File: src/rtl/pc_fetch_ctrl.sv
// pc_fetch_ctrl: program-counter and instruction-fetch sequencer.
// Ports:
//   Clk/Reset       clock and synchronous active-high reset
//   PCAddResult     PC+4 from the external adder (derived from PCResult)
//   Stall           decode not ready; the held instruction is kept
//   Jump/JumpTarget, BranchTaken/BranchTarget  one-cycle redirect pulses
//   IMemAck/IMemData  instruction memory response
//   PCResult/IMemAddr current PC and fetch address (always equal)
//   IMemReq         fetch request, high while waiting for the ack
//   Instruction/InstrValid  fetched word and its valid flag
module pc_fetch_ctrl #(
   parameter logic [31:0] RESET_PC = 32'h0000_0000
) (
   input  logic        Clk,
   input  logic        Reset,
   input  logic [31:0] PCAddResult,
   input  logic        Stall,
   input  logic        Jump,
   input  logic [31:0] JumpTarget,
   input  logic        BranchTaken,
   input  logic [31:0] BranchTarget,
   input  logic        IMemAck,
   input  logic [31:0] IMemData,
   output logic [31:0] PCResult,
   output logic        IMemReq,
   output logic [31:0] IMemAddr,
   output logic [31:0] Instruction,
   output logic        InstrValid
);

   typedef enum logic [1:0] {
      S_IDLE = 2'd0,
      S_REQ  = 2'd1,
      S_HOLD = 2'd2
   } state_e;

   state_e      state_q;
   logic [31:0] pc_q;
   logic [31:0] instr_q;
   logic        valid_q;
   logic        req_q;
   logic        pend_vld_q;
   logic [31:0] pend_tgt_q;

   logic        redir;
   logic [31:0] redir_tgt;

   // Jump outranks a taken branch; targets are word aligned on load.
   always_comb begin
      redir     = Jump | BranchTaken;
      redir_tgt = Jump ? JumpTarget : BranchTarget;
      redir_tgt[1:0] = 2'b00;
   end

   always_ff @(posedge Clk) begin
      if (Reset) begin
         state_q    <= S_IDLE;
         pc_q       <= RESET_PC;
         instr_q    <= 32'h0;
         valid_q    <= 1'b0;
         req_q      <= 1'b0;
         pend_vld_q <= 1'b0;
         pend_tgt_q <= 32'h0;
      end else begin
         case (state_q)
            S_IDLE: begin
               if (redir) begin
                  pc_q <= redir_tgt;
               end
               state_q <= S_REQ;
               req_q   <= 1'b1;
            end

            S_REQ: begin
               if (!IMemAck) begin
                  // Fetch in flight: keep the address, remember the
                  // newest redirect for when the ack arrives.
                  if (redir) begin
                     pend_vld_q <= 1'b1;
                     pend_tgt_q <= redir_tgt;
                  end
               end else if (redir) begin
                  // Returned word is stale; refetch at the new target.
                  pc_q       <= redir_tgt;
                  pend_vld_q <= 1'b0;
               end else if (pend_vld_q) begin
                  pc_q       <= pend_tgt_q;
                  pend_vld_q <= 1'b0;
               end else begin
                  instr_q <= IMemData;
                  valid_q <= 1'b1;
                  req_q   <= 1'b0;
                  state_q <= S_HOLD;
               end
            end

            S_HOLD: begin
               if (redir) begin
                  pc_q    <= redir_tgt;
                  valid_q <= 1'b0;
                  req_q   <= 1'b1;
                  state_q <= S_REQ;
               end else if (!Stall) begin
                  pc_q    <= PCAddResult;
                  valid_q <= 1'b0;
                  req_q   <= 1'b1;
                  state_q <= S_REQ;
               end
            end

            default: begin
               state_q <= S_IDLE;
               valid_q <= 1'b0;
               req_q   <= 1'b0;
            end
         endcase
      end
   end

   assign PCResult    = pc_q;
   assign IMemAddr    = pc_q;
   assign IMemReq     = req_q;
   assign Instruction = instr_q;
   assign InstrValid  = valid_q;

endmodule

File: config.mk
export PLATFORM = sky130hd
export DESIGN_NAME = pc_fetch_ctrl
export DESIGN_NICKNAME = d
export VERILOG_FILES = /design/src/rtl/pc_fetch_ctrl.sv
export SDC_FILE = /design/constraint.sdc
export NUM_CORES = 1
export LEC_CHECK = 0
export ABC_AREA = 1
export CAP_MARGIN = 20
export CORE_ASPECT_RATIO = 1.4
export CORE_MARGIN = 2
export CORE_UTILIZATION = 45
export CTS_BUF_LIST = sky130_fd_sc_hd__clkbuf_8
export CTS_CLUSTER_DIAMETER = 150
export CTS_CLUSTER_SIZE = 12
export DETAILED_ROUTE_END_ITERATION = 8
export DONT_BUFFER_PORTS = 1
export PLACE_DENSITY = 0.67
export REMOVE_ABC_BUFFERS = 1
export SLEW_MARGIN = 40
export SYNTH_ARGS = -nofsm -noshare
export SYNTH_HDL_FRONTEND = slang
export SYNTH_SLANG_ARGS = --single-unit
File: constraint.sdc
create_clock -name Clk -period 3.5 [get_ports Clk]
set_clock_uncertainty 0.15 [all_clocks]
set_input_delay 0.35 -clock Clk [delete_from_list [all_inputs] [get_ports Clk]]
set_output_delay 0.35 -clock Clk [all_outputs]
set_load 0.05 [all_outputs]
* Word level (Yosys, flattened, before mapping)
Cells that the tools add are included.
** Storage, ports and cells
- Register bits :: 99
- Bits in latches :: 0
- RAM bits :: 0
- ROM bits :: 0
- Input port bits :: 134
- Output and inout bits :: 98
- Word-level logic and storage cells :: 57
- Memories :: 0
** Cells by class
- Add/sub/neg operators :: 0
- $mul :: 0
- Divide/modulo/power cells :: 0
- Order comparisons :: 0
- Equality and inequality tests :: 8
- Shifts and indexed selects :: 0
- Multiplexer cells :: 28
- Bitwise operators :: 5
- Reduce and logical (&&, ||, !) cells :: 9
** Operators with widths (number)
- 32-bit 2-to-1 mux :: 7
- 32-bit one-hot mux with 3 select lines :: 1
- 1-bit 2-to-1 mux :: 12
- 2-bit 2-to-1 mux :: 5
- 5-bit AND reduction :: 2
- 2-bit inequality test (second input constant) :: 4
- 4-bit AND reduction :: 2
- 3-bit inequality test (second input constant) :: 2
- 1-bit one-hot mux with 3 select lines :: 2
- 2-bit one-hot mux with 3 select lines :: 1
- 1-bit inverter :: 4
- 3-bit AND reduction :: 1
- 3-bit nonzero test :: 1
- 2-bit by 1-bit == test with 1-bit output (second input constant) :: 1
- 2-bit == test (second input constant) :: 1
- 2-bit zero test :: 1
- 2-bit AND reduction :: 1
- 2-bit nonzero test :: 1
- 1-bit bitwise OR :: 1

* Depth between registers and ports, before layout
- Word-level depth :: 4
- Depth in mapped cells :: 11
- Depth with buffers taken out :: 9

* Worst setup path after synthesis
Ideal clock, no wire load.
- Kind :: register -> register
- Start :: register state_q[0]
- End :: register pc_q[10] (netlist: IMemAddr[10])
- Setup time :: 0.113 ns
- Arrival time :: 1.412 ns
- Data required time :: 3.237 ns
- Setup slack :: 1.826 ns
- Stages on the path, launching flop included :: 11
- Path buffers :: 2
- Clock period less this slack :: 1.674 ns
- Path through :: dfxtp_1 > inv_1 > ha_1 > buf_2 > nand2_1 > nand2_1 > nand2_1 > nand3_2 > buf_2 > nor2_1 > nor2_1
** On the way
- Longest elaborated chain between the ends :: 3
- Elaborated cells on any way between the ends :: 10
- Classes of those cells :: eq/ne: 6; mux: 1; reduce/logical: 3
** Ends and longest elaborated chain
- from (decl) :: RTL line 37 : state_e state_q;
- from (signal assigned) :: RTL line 57 : state_q <= S_IDLE;
- from (signal assigned) :: RTL line 70 : state_q <= S_REQ;
- from (signal assigned) :: RTL line 93 : state_q <= S_HOLD;
- 2-bit by 1-bit == test with 1-bit output, or another cell as far along :: RTL line 65 : case (state_q)
- 3-bit inequality test (no line), or another cell as far along
- 5-bit AND reduction (no line)
- to (signal assigned) :: RTL line 68 : pc_q <= redir_tgt;
- to (signal assigned) :: RTL line 84 : pc_q <= redir_tgt;
- to (signal assigned) :: RTL line 87 : pc_q <= pend_tgt_q;
- to (decl) :: RTL line 38 : logic [31:0] pc_q;
Parallel ways exist; a longest one is shown, timed or not.
A chain may end at the register's enable or synchronous reset.

* Final worst setup path
- Start :: register state_q[1]
- End :: register pc_q[5] (netlist: IMemAddr[5])
Same word-level chain as after synthesis.

==> impl_metrics.toml <==
[timing]
fin_tns_setup_ns = 0
setup_viol = 0
grt_setup_unrepaired = "false"
post-route-period-util_pct = 66.4
fmax_ghz = 0.430
holdWs_ns = 0.0215
slew-limit-headroom_pct = 56.4
hold_viol = 0
fin_crit_ns = 2.32
tightest_slew_ns = 0.651
slew_violations = 0

[cells_and_area]
design_area_sq_mm = 0.00537
syn_to_final_growth_pct = 1.16
drive_gt1_share_pct = 8.90
fin_util_pct = 47.1
nNetsFinal = 932
antenna_cells = 0
stdcell_count = 942

[clock_network]
clock_latency_ns = 0.37
cts_buffer_depth = 2
numClockSinks = 99
cts_buffers = 9
cts-root-buf = "clkbuf_8"
clk_pin_slew_ns = 0.10
post_cts_resized = 0
post_cts_buffers = 0
htree_levels = 3
cts_tree = "done"
cts_hold_repair.buffers = 1

[logic_synthesis]
synth_fa_ha_area_share_pct = 1.18
ys_ff_latch = 99
post-synth-top-count-cell = "nand2_1"
yosysWarnings = 0
synth_enable_flop_cells = 0
ys_async_sr_fraction_pct = 0
synth_top_area_cell = "dfxtp_1"
yosysUniqueCellTypes = 21
synth-compound-area-share_pct = 9.74
synth.top_cells.by_area = "dfxtp_1, nand2_1, a21oi_1"
muxShareOfSynthArea_pct = 0
synthSimpleGateAreaFrac_pct = 37.0
synth.avg_cell_area_sq_um = 6.19
synth_top_family_by_area = "simple AND/OR/NAND/NOR gates"
syn_area_sq_mm = 0.00531
synth_common_cells = "nand2_1, dfxtp_1, inv_1"
netlist_instances = 858
synth_top_area_share_pct = 37.3
synthXorXnorAreaFrac_pct = 0
synth_seq_area_share_pct = 37.3
ys.flop_type = "dfxtp_1"

[placed_design]
gp_congestion = 0.813
placed_cell_area_sq_mm = 0.00513
placed_cells = 925
port_buffers = 0
dpl.hpwl_mm = 9.35

[floorplan]
start_util_pct = 46.6
die_x_um = 95.8
die_area_sq_mm = 0.0127
rows = 46
num_io_pins = 232
core_sq_mm = 0.0114
die_h_um = 133

[critical_path]
slowest_delay_ns = 0.43
arrival_ns = 2.43
path_depth = 8
crit_start = "state_q[1]"
r2r_slack_ns = 1.18
crit_family = "buffers and inverters"
cpMaxStageDelayCell = "nand3_2"
cp-start-kind = "register"
reg2reg_from = "state_q[1]"
cp_num_buf_inv = 3
path_cells = "inv_1, ha_1, buf_4, a21oi_2, nand3_2, buf_12, nor2_1, nor2_1"
cp_data_required_time_ns = 3.61
critical_path_class = "register to register"
end_kind = "register"
worst_r2r_endpoint = "IMemAddr[5]"
worst_r2r_path_depth = 8
crit_path_max_fanout = 41
crit_end = "IMemAddr[5]"
crit_top_cell = "nor2_1"

[routing]
drt_pass1_iterations = 4
wl_per_cell_um = 15.1
wl_mm = 14.2
via_per_inst = 5.05
drt_iter0_drc = 167
drc_errors = 0
postRouteAntennaNets = 0
vias = 4754

[grt]
first_global_vias = 4313
antenna_found_initial = 0
grt_max_degree = 49
grt_pass1_wl_mm = 21.7
grt.overflow.total = 0
grt_usage_pct = 21.9

[pwr]
p_leak_nw = 2.46
vdd_ir_drop_max_v = 0.000557
p_per_area_mw_per_mm2 = 968

[outcome]
status = "finished clean"

[job]
drv_cap = 0

[worst_hold_path]
min_path_type = "input port to register"
stage by stage:
step / total power, W / worst slack [ns]
floorplan: 0.00389 / 0.398
global placement: 0.00435 / 0.964
detailed placement: 0.00441 / 0.931
CTS: 0.00524 / 0.922
global route: 0.00554 / 0.945
finish: 0.00520 / 1.18
placed cells by master (no fill, tap or decap), types with 2 or more instances in the layout:
master | netlist | routed
a21oi_1 | 66 | 66
inv_1 | 74 | 72
nand4_1 | 6 | 6
ha_1 | 5 | 5
dfxtp_2 | 0 | 32
dfxtp_1 | 99 | 67
o21ai_1 | 3 | 3
buf_12 | 0 | 2
clkbuf_8 | 0 | 9
nand2_1 | 347 | 346
buf_4 | 33 | 10
nor2_1 | 68 | 68
nand3_1 | 62 | 62
nand3_2 | 3 | 2
bufinv_16 | 0 | 2
o21ai_0 | 31 | 31
inv_2 | 2 | 4
clkinv_2 | 0 | 3
registers in the layout (all words and copies together), names as in the netlist:
name	cells
IMemAddr	32
IMemReq	1
InstrValid	1
Instruction	32
pend_tgt_q	30
pend_vld_q	1
state_q	2
area by class of cell:
type                            count  area [sq um]
Clock buffer                        9           124
Clock inverter                      7          91.3
Fill cell                        1269          6030
Inverter                           76           285
Multi-Input combinational cell    595          2550
Sequential cell                    99          2020
Tap cell                          144           180
Timing Repair Buffer               12           115
layer usage:
layer,track usage (%),vias up,routed length (um)
li1,-,2474,-
met1,26.1,2079,5840
met2,38.2,183,6960
met3,4.61,18,1150
met4,7.62,0,264
met5,0,-,0
worst min path at each step:
stage | start | endpoint | depth (start not counted)
3_5_place_dp | Reset | IMemAddr[0] | 1
5_1_grt | IMemData[25] | Instruction[25] | 2
2_1_floorplan | Reset | IMemAddr[0] | 1
4_1_cts | IMemAck | pend_vld_q | 3
6_report | IMemData[15] | Instruction[15] | 2
3_3_place_gp | Reset | pend_tgt_q[2] | 1
power breakdown:
part	total, W	internal [W]	switching (W)
Sequential	0.00288	0.00141	0.00147
Combinational	0.00150	0.000491	0.00101
Clock	0.000819	0.000402	0.000417
Total	0.00520	0.00230	0.00289
cells by family after synthesis:
family / after synthesis
adder cells (fa/ha/maj): 5
flip-flops: 99
buffers and inverters: 164
AO/OA/AOI/OAI: 102
AND/OR/NAND/NOR: 488
Power figures use the tool's default switching activity.
